[config.mk]
export PLATFORM = sky130hd
export DESIGN_NAME = instr_fetch_decode_flat
export DESIGN_NICKNAME = d
export VERILOG_FILES = /design/src/rtl/instr_fetch_decode_if.sv /design/src/rtl/instr_fetch_decode.sv /design/src/flat_wrapper.sv
export SDC_FILE = /design/constraint.sdc
export NUM_CORES = 1
export LEC_CHECK = 0
export CAP_MARGIN = 20
export CORE_ASPECT_RATIO = 1.25
export CORE_UTILIZATION = 42
export DETAILED_ROUTE_END_ITERATION = 16
export GPL_ROUTABILITY_DRIVEN = 0
export GPL_TIMING_DRIVEN = 0
export PLACE_DENSITY = 0.78
export SYNTH_ARGS = -nofsm -noshare
export SYNTH_HDL_FRONTEND = slang
export SYNTH_SLANG_ARGS = --single-unit
[constraint.sdc]
create_clock -name clk -period 6.9 [get_ports clk]
set_input_delay 1.725 -clock clk [delete_from_list [all_inputs] [get_ports clk]]
set_output_delay 1.725 -clock clk [all_outputs]
set_load 0.02 [all_outputs]
[src/rtl/instr_fetch_decode_if.sv]
// Instruction-BRAM bus between the fetch/decode unit and the instruction memory.
// The fetch unit drives the address; the memory returns data one clock later.
interface instr_fetch_decode_if #(
  parameter int ADDR_WIDTH = 16
);
  logic [ADDR_WIDTH-1:0] mem_addr;
  logic [15:0]           mem_rdata;

  modport master (output mem_addr, input mem_rdata);
  modport slave  (input mem_addr, output mem_rdata);
endinterface

[src/rtl/instr_fetch_decode.sv]
// Instruction fetch/decode: owns the PC and IR, drives the instruction-BRAM
// address, decodes the IR into fields and the 2-bit instr_type, and resolves
// Bcond/Jcond itself when PC_enable is pulsed. ADDR_WIDTH is expected in 8..16.
module instr_fetch_decode #(
  parameter int                    ADDR_WIDTH = 16,
  parameter logic [ADDR_WIDTH-1:0] RESET_PC   = '0
) (
  input  logic                  clk,
  input  logic                  reset,
  input  logic                  PC_enable,
  input  logic                  IR_enable,
  input  logic [4:0]            flags,
  input  logic [15:0]           jump_target,
  instr_fetch_decode_if.master  imem,
  output logic [ADDR_WIDTH-1:0] pc,
  output logic [15:0]           instr,
  output logic [3:0]            opcode,
  output logic [3:0]            rdest,
  output logic [3:0]            ext,
  output logic [3:0]            rsrc,
  output logic [15:0]           imm_sext,
  output logic [1:0]            instr_type,
  output logic                  branch_taken
);

  localparam logic [ADDR_WIDTH-1:0] PC_ONE = ADDR_WIDTH'(1);

  logic [ADDR_WIDTH-1:0] r_pc;
  logic [15:0]           r_ir;
  logic                  r_branch_taken;

  logic                  w_is_bcond;
  logic                  w_is_jcond;
  logic                  w_cond_true;
  logic [1:0]            w_instr_type;

  // Flag positions within {C,L,F,Z,N}
  logic w_c, w_l, w_f, w_z, w_n;
  assign w_c = flags[4];
  assign w_l = flags[3];
  assign w_f = flags[2];
  assign w_z = flags[1];
  assign w_n = flags[0];

  // Field extraction is purely combinational from the IR
  assign instr        = r_ir;
  assign opcode       = r_ir[15:12];
  assign rdest        = r_ir[11:8];
  assign ext          = r_ir[7:4];
  assign rsrc         = r_ir[3:0];
  assign imm_sext     = {{8{r_ir[7]}}, r_ir[7:0]};
  assign instr_type   = w_instr_type;
  assign pc           = r_pc;
  assign imem.mem_addr = r_pc;
  assign branch_taken = r_branch_taken;

  assign w_is_bcond = (r_ir[15:12] == 4'b1100);
  assign w_is_jcond = (r_ir[15:12] == 4'b0100) && (r_ir[7:4] == 4'b1100);

  // Classify the latched instruction for the control FSM
  always_comb begin
    w_instr_type = 2'b00;
    if (r_ir == 16'h0000) begin
      w_instr_type = 2'b11;
    end else if (r_ir[15:12] == 4'b0100) begin
      case (r_ir[7:4])
        4'b0000: w_instr_type = 2'b10;
        4'b0100: w_instr_type = 2'b01;
        default: w_instr_type = 2'b11;
      endcase
    end else if (r_ir[15:12] == 4'b1100) begin
      w_instr_type = 2'b11;
    end
  end

  // Evaluate the branch/jump condition held in the rdest field
  always_comb begin
    w_cond_true = 1'b0;
    case (r_ir[11:8])
      4'b0000: w_cond_true = w_z;
      4'b0001: w_cond_true = !w_z;
      4'b0010: w_cond_true = w_c;
      4'b0011: w_cond_true = !w_c;
      4'b0100: w_cond_true = w_l;
      4'b0101: w_cond_true = !w_l;
      4'b0110: w_cond_true = w_n;
      4'b0111: w_cond_true = !w_n;
      4'b1000: w_cond_true = w_f;
      4'b1001: w_cond_true = !w_f;
      4'b1010: w_cond_true = !w_l && !w_z;
      4'b1011: w_cond_true = w_l || w_z;
      4'b1100: w_cond_true = !w_n && !w_z;
      4'b1101: w_cond_true = w_n || w_z;
      4'b1110: w_cond_true = 1'b1;
      default: w_cond_true = 1'b0;
    endcase
  end

  // Instruction register: capture BRAM data when the FSM is in fetch
  always_ff @(posedge clk or negedge reset) begin
    if (!reset) begin
      r_ir <= 16'h0000;
    end else if (IR_enable) begin
      r_ir <= imem.mem_rdata;
    end
  end

  // PC update: redirect on a taken branch/jump, else advance; decision uses pre-edge IR
  always_ff @(posedge clk or negedge reset) begin
    if (!reset) begin
      r_pc           <= RESET_PC;
      r_branch_taken <= 1'b0;
    end else if (PC_enable) begin
      if (w_is_bcond && w_cond_true) begin
        r_pc           <= r_pc + imm_sext[ADDR_WIDTH-1:0];
        r_branch_taken <= 1'b1;
      end else if (w_is_jcond && w_cond_true) begin
        r_pc           <= jump_target[ADDR_WIDTH-1:0];
        r_branch_taken <= 1'b1;
      end else begin
        r_pc           <= r_pc + PC_ONE;
        r_branch_taken <= 1'b0;
      end
    end else begin
      r_branch_taken <= 1'b0;
    end
  end

endmodule
[src/flat_wrapper.sv]
// flat-port wrapper written by rule: the top's interface ports become plain ports
module instr_fetch_decode_flat 
#(
  parameter int                    ADDR_WIDTH = 16,
  parameter logic [ADDR_WIDTH-1:0] RESET_PC   = '0
)
  (clk, reset, PC_enable, IR_enable, flags, jump_target, pc, instr, opcode, rdest, ext, rsrc, imm_sext, instr_type, branch_taken, imem_mem_addr, imem_mem_rdata);
  instr_fetch_decode_if #(.ADDR_WIDTH(ADDR_WIDTH)) imem_i ();
  input  logic clk;
  input  logic reset;
  input  logic PC_enable;
  input  logic IR_enable;
  input  logic [4:0] flags;
  input  logic [15:0] jump_target;
  output logic [ADDR_WIDTH-1:0] pc;
  output logic [15:0] instr;
  output logic [3:0] opcode;
  output logic [3:0] rdest;
  output logic [3:0] ext;
  output logic [3:0] rsrc;
  output logic [15:0] imm_sext;
  output logic [1:0] instr_type;
  output logic branch_taken;
  output wire logic [$bits(imem_i.mem_addr)-1:0] imem_mem_addr;
  input wire logic [$bits(imem_i.mem_rdata)-1:0] imem_mem_rdata;
  assign imem_mem_addr = imem_i.mem_addr;
  assign imem_i.mem_rdata = imem_mem_rdata;
  instr_fetch_decode #(.ADDR_WIDTH(ADDR_WIDTH), .RESET_PC(RESET_PC)) u_core (.clk(clk), .reset(reset), .PC_enable(PC_enable), .IR_enable(IR_enable), .flags(flags), .jump_target(jump_target), .imem(imem_i), .pc(pc), .instr(instr), .opcode(opcode), .rdest(rdest), .ext(ext), .rsrc(rsrc), .imm_sext(imm_sext), .instr_type(instr_type), .branch_taken(branch_taken));
endmodule
==> results.py, run 1 <==
metrics = {
    "grt": {
        "overflow": 0,
        "first_global_vias": 3150,
        "grt_pass1_wl_um": 14710,
        "antenna_found_initial": 0,
        "grt_usage_pct": 24.15,
        "grt_max_degree": 34,
    },
    "layout": {
        "area_delta_synth_final_pct": 45.46,
        "antenna_cells": 0,
        "final_cells": 587,
        "fillers": 672,
        "layout_common_cells": "clkdlybuf4s50_1 (121), buf_4 (49), dfrtp_1 (33)",
        "design_area_um2": 4528,
        "multi_input_area_um2": 1794,
        "layout_commonest_cell": "clkdlybuf4s50_1",
        "fin_nets": 554,
        "drive_gt1_share_pct": 17.10,
        "seq_area_um2": 825.8,
    },
    "place": {
        "place_area_um2": 4442,
        "port_buffers": 122,
        "placedCellCount": 579,
        "place_ws_ns": 2.903,
        "hpwl_um": 7121,
    },
    "cts": {
        "clock_latency_ns": 0.29,
        "root_buffer": "clkbuf_8",
        "cts_tree": "built",
        "cts_hold_buffers": 0,
        "numCtsBuffers": 5,
        "cts.sinks": 33,
        "post_cts_buffers": 0,
        "post_cts_resized": 0,
        "cts_max_path_buffers": 2,
        "h-tree-depth": 2,
        "clk_pin_slew_ns": 0.08,
    },
    "synth": {
        "synth_simple_gate_area_share_pct": 15.84,
        "synth_top_family_by_area": "compound AO/OA/AOI/OAI gates",
        "seq_area_frac_synth_pct": 26.53,
        "synth_edf_count": 0,
        "ys.warnings.count": 0,
        "synth.avg_cell_area_um2": 8.482,
        "synth_xor_area_share_pct": 5.627,
        "ys.flop_type": "dfrtp_1",
        "synthMuxAreaShare_pct": 6.752,
        "synth_cell_types": 55,
        "syn-instance-count": 367,
        "synth_compound_area_share_pct": 22.35,
        "synth_nets": 425,
        "syn-cell-area_um2": 3113,
        "synthArstFlopShare_pct": 100.0,
        "synthAdderAreaFrac_pct": 7.074,
        "synth_seq_cells": 33,
    },
    "setup_path": {
        "cp-start-kind": "flip-flop",
        "path_cells": "nor4_1, a31oi_1, a21oi_1, clkdlybuf4s50_1",
        "reg2reg_depth": 8,
        "worstPathArrival_ns": 2.59,
        "cpMaxStageDelayCell": "dfrtp_1",
        "ff2ff_setup_slack_ns": 3.79,
        "critPathKind": "flip-flop to output port",
        "setup.worst_path.end_class": "output port",
        "cp_max_fo": 25,
        "endpoint": "instr_type[1]",
        "r2r_end": "u_core.imem.mem_addr[15]",
        "startpoint": "u_core.instr[7]",
        "rr_startpoint": "u_core.instr[7]",
        "critPathMaxStageDelay_ns": 0.69,
        "worstPathRequired_ns": 5.18,
    },
    "power": {
        "p_per_area_nw_per_um2": 320.9,
        "power_leakage_nw": 1.901,
        "max-vdd-ir-drop_v": 0.0001628,
    },
    "detailed_routing": {
        "vias": 3251,
        "wl_met3_um": 719,
        "drt_iter0_drc": 160,
        "wire_per_inst_um": 15.64,
        "viasPerCell": 5.538,
        "drcViolationCount": 0,
        "dr.pass1.iters": 4,
        "wirelength_um": 9180,
        "top_layer_used": "met4",
        "wl_met2_um": 4595,
        "wl_met1_um": 3587,
        "final_antenna_net_count": 0,
    },
    "flow_run": {
        "maxCapViolations": 0,
    },
    "timing": {
        "slew_headroom_pct": 46.32,
        "period_share_pct": 62.58,
        "worst_slack_ns": 2.582,
        "tightest_slew_ns": 0.8052,
        "slew_viol_final": 0,
        "hold_ws_ns": 0.6008,
        "hold_viol": 0,
        "finalCriticalPeriod_ns": 4.318,
        "setup_tns_ns": 0,
        "rsz0062_at_grt": "false",
        "setup-violations-final": 0,
        "fmax_ghz": 0.2316,
        "skew_ns": 0.01177,
    },
    "die": {
        "die_y_um": 98.26,
        "rows": 34,
        "die_w_um": 79.01,
        "core_um2": 7062,
        "die-area_um2": 7763,
        "ios": 124,
        "start_util_pct": 44.08,
    },
    "worst_hold_path": {
        "min-delay-path-class": "flip-flop to flip-flop",
    },
    "status": {
        "status": "finished, final reports clean",
    },
}
report_power, final:
group,total (mW),switching [mW],internal (mW)
clock network,0.147,0.0771,0.0696
registers,0.350,0.109,0.241
logic,0.956,0.474,0.483
how the worst min path moves through the flow:
stage	end	cells after the start	startpoint
floorplan	u_core.imem.mem_addr[12]	2	u_core.imem.mem_addr[12]
global placement	u_core.instr[12]	1	u_core.instr[12]
detailed placement	u_core.instr[12]	1	u_core.instr[12]
CTS	u_core.instr[12]	1	u_core.instr[12]
global route	u_core.imem.mem_addr[15]	1	u_core.imem.mem_addr[15]
finish	u_core.instr[12]	1	u_core.instr[12]
state kept, by name (all words and copies together), names as in the netlist:
signal / flops
u_core.branch_taken: 1
u_core.imem.mem_addr: 16
u_core.instr: 16
final cells by class:
cell class | instances | area share (%)
plain buffers | 64 | 9.975
clock buffers | 5 | 1.520
clock inverters | 3 | 0.3868
inverters | 11 | 0.9119
multi-input cells | 259 | 39.62
flip-flops and latches | 33 | 18.24
well taps | 90 | 2.487
repair buffers | 122 | 26.86
synth_stat cells, drive strengths merged (4+ instances only):
cell type,n,area share [%]
nor2,27,3.3
xor2,10,2.8
and2,5,1.0
buf,56,14
nand4,6,1.2
ha,16,6.4
inv,11,1.3
o21ai,23,3.7
clkbuf,8,0.96
a21o,6,1.4
o21a,5,1.2
nor2b,4,0.80
mux2,16,5.8
xnor2,10,2.8
a21oi,27,4.5
nand3,11,1.8
dfrtp,33,27
a31oi,6,1.2
nor3,7,1.1
nor4,5,1.0
and3,7,1.4
nand2,21,2.5
metal layers:
| layer | vias to the layer above | track usage [%] |
|---|---|---|
| met5 | - | 0 |
| met4 | 0 | 10.21 |
| met3 | 25 | 5.421 |
| met2 | 149 | 42.37 |
| met1 | 1525 | 27.72 |
| li1 | 1552 | - |
through the flow:
stage	util [%]	total power [mW]
after floorplan	-	0.9413
after global placement	62.97	1.281
after detailed placement	62.90	1.303
after CTS	64.12	1.455
after global routing	64.12	1.547
final	64.12	1.453
cell families after synthesis:
family	after synthesis
AOI/OAI and AO/OA	103
buffers and inverters	75
muxes	19
DFF	33
and+or+nand+nor	100
adders and majority gates	17
xor gates and xnor gates	20
critical path, delay by kind of cell (launching register included):
kind | cells | cell delay [ns]
flip-flops | 1 | 0.69
AND/OR/NAND/NOR | 1 | 0.68
buffers and inverters | 1 | 0.63
AO/OA/AOI/OAI | 2 | 0.31
(Power assumes the default switching activity.)
==> run 2: changes to the inputs <==
--- a/config.mk
+++ b/config.mk
@@ -7,7 +7,7 @@
 export LEC_CHECK = 0
 export CAP_MARGIN = 20
 export CORE_ASPECT_RATIO = 1.25
-export CORE_UTILIZATION = 42
+export CORE_UTILIZATION = 40
 export DETAILED_ROUTE_END_ITERATION = 16
 export GPL_ROUTABILITY_DRIVEN = 0
 export GPL_TIMING_DRIVEN = 0
==> constraint.sdc (replaced) <==
create_clock -name clk -period 3.9 [get_ports clk]
set_input_delay 0.975 -clock clk [delete_from_list [all_inputs] [get_ports clk]]
set_output_delay 0.975 -clock clk [all_outputs]
set_load 0.02 [all_outputs]
==> run 2 against run 1 <==
  * Count of clock-buffer cells in the layout up 2
  * Die area up 4.9%
  * Critical path depth unchanged
  * Utilization down 3.1 points
  * Setup slack worse by 2.3 ns
  * Sequential power up 75%
  * Highest routed layer unchanged
  * Largest power group unchanged
  * Combinational power up 77%
  * Sequential share of layout area down 0.070 points
==> results.py, run 2 (same netlist as run 1, synthesis figures left out) <==
metrics = {
    "cts": {
        "post_cts_buffers": 0,
        "cts_tree": "built",
        "root_buffer": "clkbuf_8",
        "cts.sinks": 33,
        "cts_max_path_buffers": 2,
        "numCtsBuffers": 5,
        "clk_pin_slew_ns": 0.08,
        "post_cts_resized": 0,
        "clock_latency_ns": 0.29,
        "cts_hold_buffers": 0,
        "h-tree-depth": 2,
    },
    "timing": {
        "worst_slack_ns": 0.3307,
        "setup_tns_ns": 0,
        "fmax_ghz": 0.2802,
        "tightest_slew_ns": 0.8541,
        "rsz0062_at_grt": "false",
        "slew_viol_final": 0,
        "slew_headroom_pct": 43.06,
        "setup-violations-final": 0,
        "hold_viol": 0,
        "skew_ns": 0.007971,
        "period_share_pct": 91.52,
        "finalCriticalPeriod_ns": 3.569,
    },
    "setup_path": {
        "setup.worst_path.end_class": "output port",
        "worstPathArrival_ns": 2.59,
        "cp-start-kind": "flip-flop",
        "cp_top_family": "flip-flops",
        "ff2ff_setup_slack_ns": 0.74,
        "critPathMaxStageDelay_ns": 0.70,
        "cpMaxStageDelayCell": "dfrtp_1",
        "critPathKind": "flip-flop to output port",
        "path_cells": "nor4_1, a31oi_1, a21oi_1, clkdlybuf4s50_1",
        "worstPathRequired_ns": 2.92,
        "cp.buffers_inverters": 1,
        "cp_max_fo": 25,
    },
    "die": {
        "die_y_um": 100.6,
        "start_util_pct": 41.82,
        "rows": 35,
        "core_um2": 7445,
        "die-area_um2": 8141,
        "ios": 124,
        "die_w_um": 80.91,
    },
    "detailed_routing": {
        "final_antenna_net_count": 0,
        "wire_per_inst_um": 15.78,
        "viasPerCell": 5.638,
        "dr.pass1.iters": 5,
        "drcViolationCount": 0,
        "drt_iter0_drc": 226,
        "vias": 3321,
        "wirelength_um": 9297,
    },
    "power": {
        "swShare_pct": 44.53,
        "comb_power_share_pct": 65.0,
        "p_seq_share_pct": 23.7,
        "internal-power_mw": 1.440,
        "power_frac_clock_pct": 11.3,
        "p_per_area_nw_per_um2": 571.3,
        "max-vdd-ir-drop_v": 0.0003216,
        "power_leakage_nw": 1.911,
        "switchingPower_mw": 1.156,
    },
    "place": {
        "port_buffers": 122,
        "placedCellCount": 581,
        "hpwl_um": 7243,
        "place_ws_ns": 0.6420,
        "place_area_um2": 4444,
    },
    "layout": {
        "drive_gt1_share_pct": 17.10,
        "final_cells": 589,
        "layout_common_cells": "clkdlybuf4s50_1 (121), buf_4 (49), dfrtp_1 (33)",
        "fin_nets": 554,
        "layout_commonest_cell": "clkdlybuf4s50_1",
        "design_area_um2": 4546,
        "antenna_cells": 0,
        "area_delta_synth_final_pct": 46.02,
    },
    "grt": {
        "first_global_vias": 3191,
        "grt_usage_pct": 23.51,
        "grt_max_degree": 34,
        "grt_pass1_wl_um": 14770,
        "overflow": 0,
        "antenna_found_initial": 0,
    },
    "worst_hold_path": {
        "min-delay-path-class": "flip-flop to flip-flop",
    },
    "flow_run": {
        "maxCapViolations": 0,
    },
    "status": {
        "status": "finished, final reports clean",
    },
}
[run 2: power groups by stage]
stage	sequential (mW)	clock [mW]	combinational, mW
finish	0.614	0.294	1.69
global route	0.636	0.316	1.82
CTS	0.615	0.300	1.68
detailed placement	0.622	0	1.67
global placement	0.617	0	1.64
floorplan	0.669	0	0.997
[run 2: worst register-to-register path: stages (launching register included)]
cell      delay (ns)
dfrtp_1         0.90
ha_1            0.42
a21oi_1         0.30
nand3_1         0.13
a311oi_1        0.39
nor2_1          0.11
a221oi_1        0.35
mux2i_1         0.14
o32a_1          0.29
[run 2: area by class of cell]
cell class	count	area [um2]
fill	674	2899
multi-input combinational	259	1794
timing repair buffer	122	1216
sequential	33	825.8
buffer	64	451.7
tap	92	115.1
clock buffer	7	96.34
inverter	11	41.29
clock inverter	1	5.005
[run 2: metal layers]
layer	GRT usage (%)	vias up	part of all wire, %
met2	40.59	188	49
li1	-	1555	-
met3	5.158	42	9.4
met4	12.77	0	4.2
met5	0	-	0
met1	26.42	1536	38
[run 2: final timing paths]
path,from,to,cells past startpoint
hold / removal,u_core.instr[12],u_core.instr[12],1
min in group asynchronous,reset,u_core.imem.mem_addr[9],1
hold reg to reg,u_core.instr[12],u_core.instr[12],1
max in group asynchronous,reset,u_core.instr[14],1
setup reg to reg,u_core.instr[7],u_core.imem.mem_addr[13],8
setup / recovery,u_core.instr[7],instr_type[1],4
[run 2: through the flow]
stage / power [mW] / util, % / hold slack [ns]
floorplan: 1.665 / - / 0.6493
global placement: 2.258 / 59.76 / 0.5549
detailed placement: 2.297 / 59.70 / 0.5585
CTS: 2.598 / 61.06 / 0.5777
global route: 2.771 / 61.06 / 0.5975
finish: 2.597 / 61.06 / 0.5675
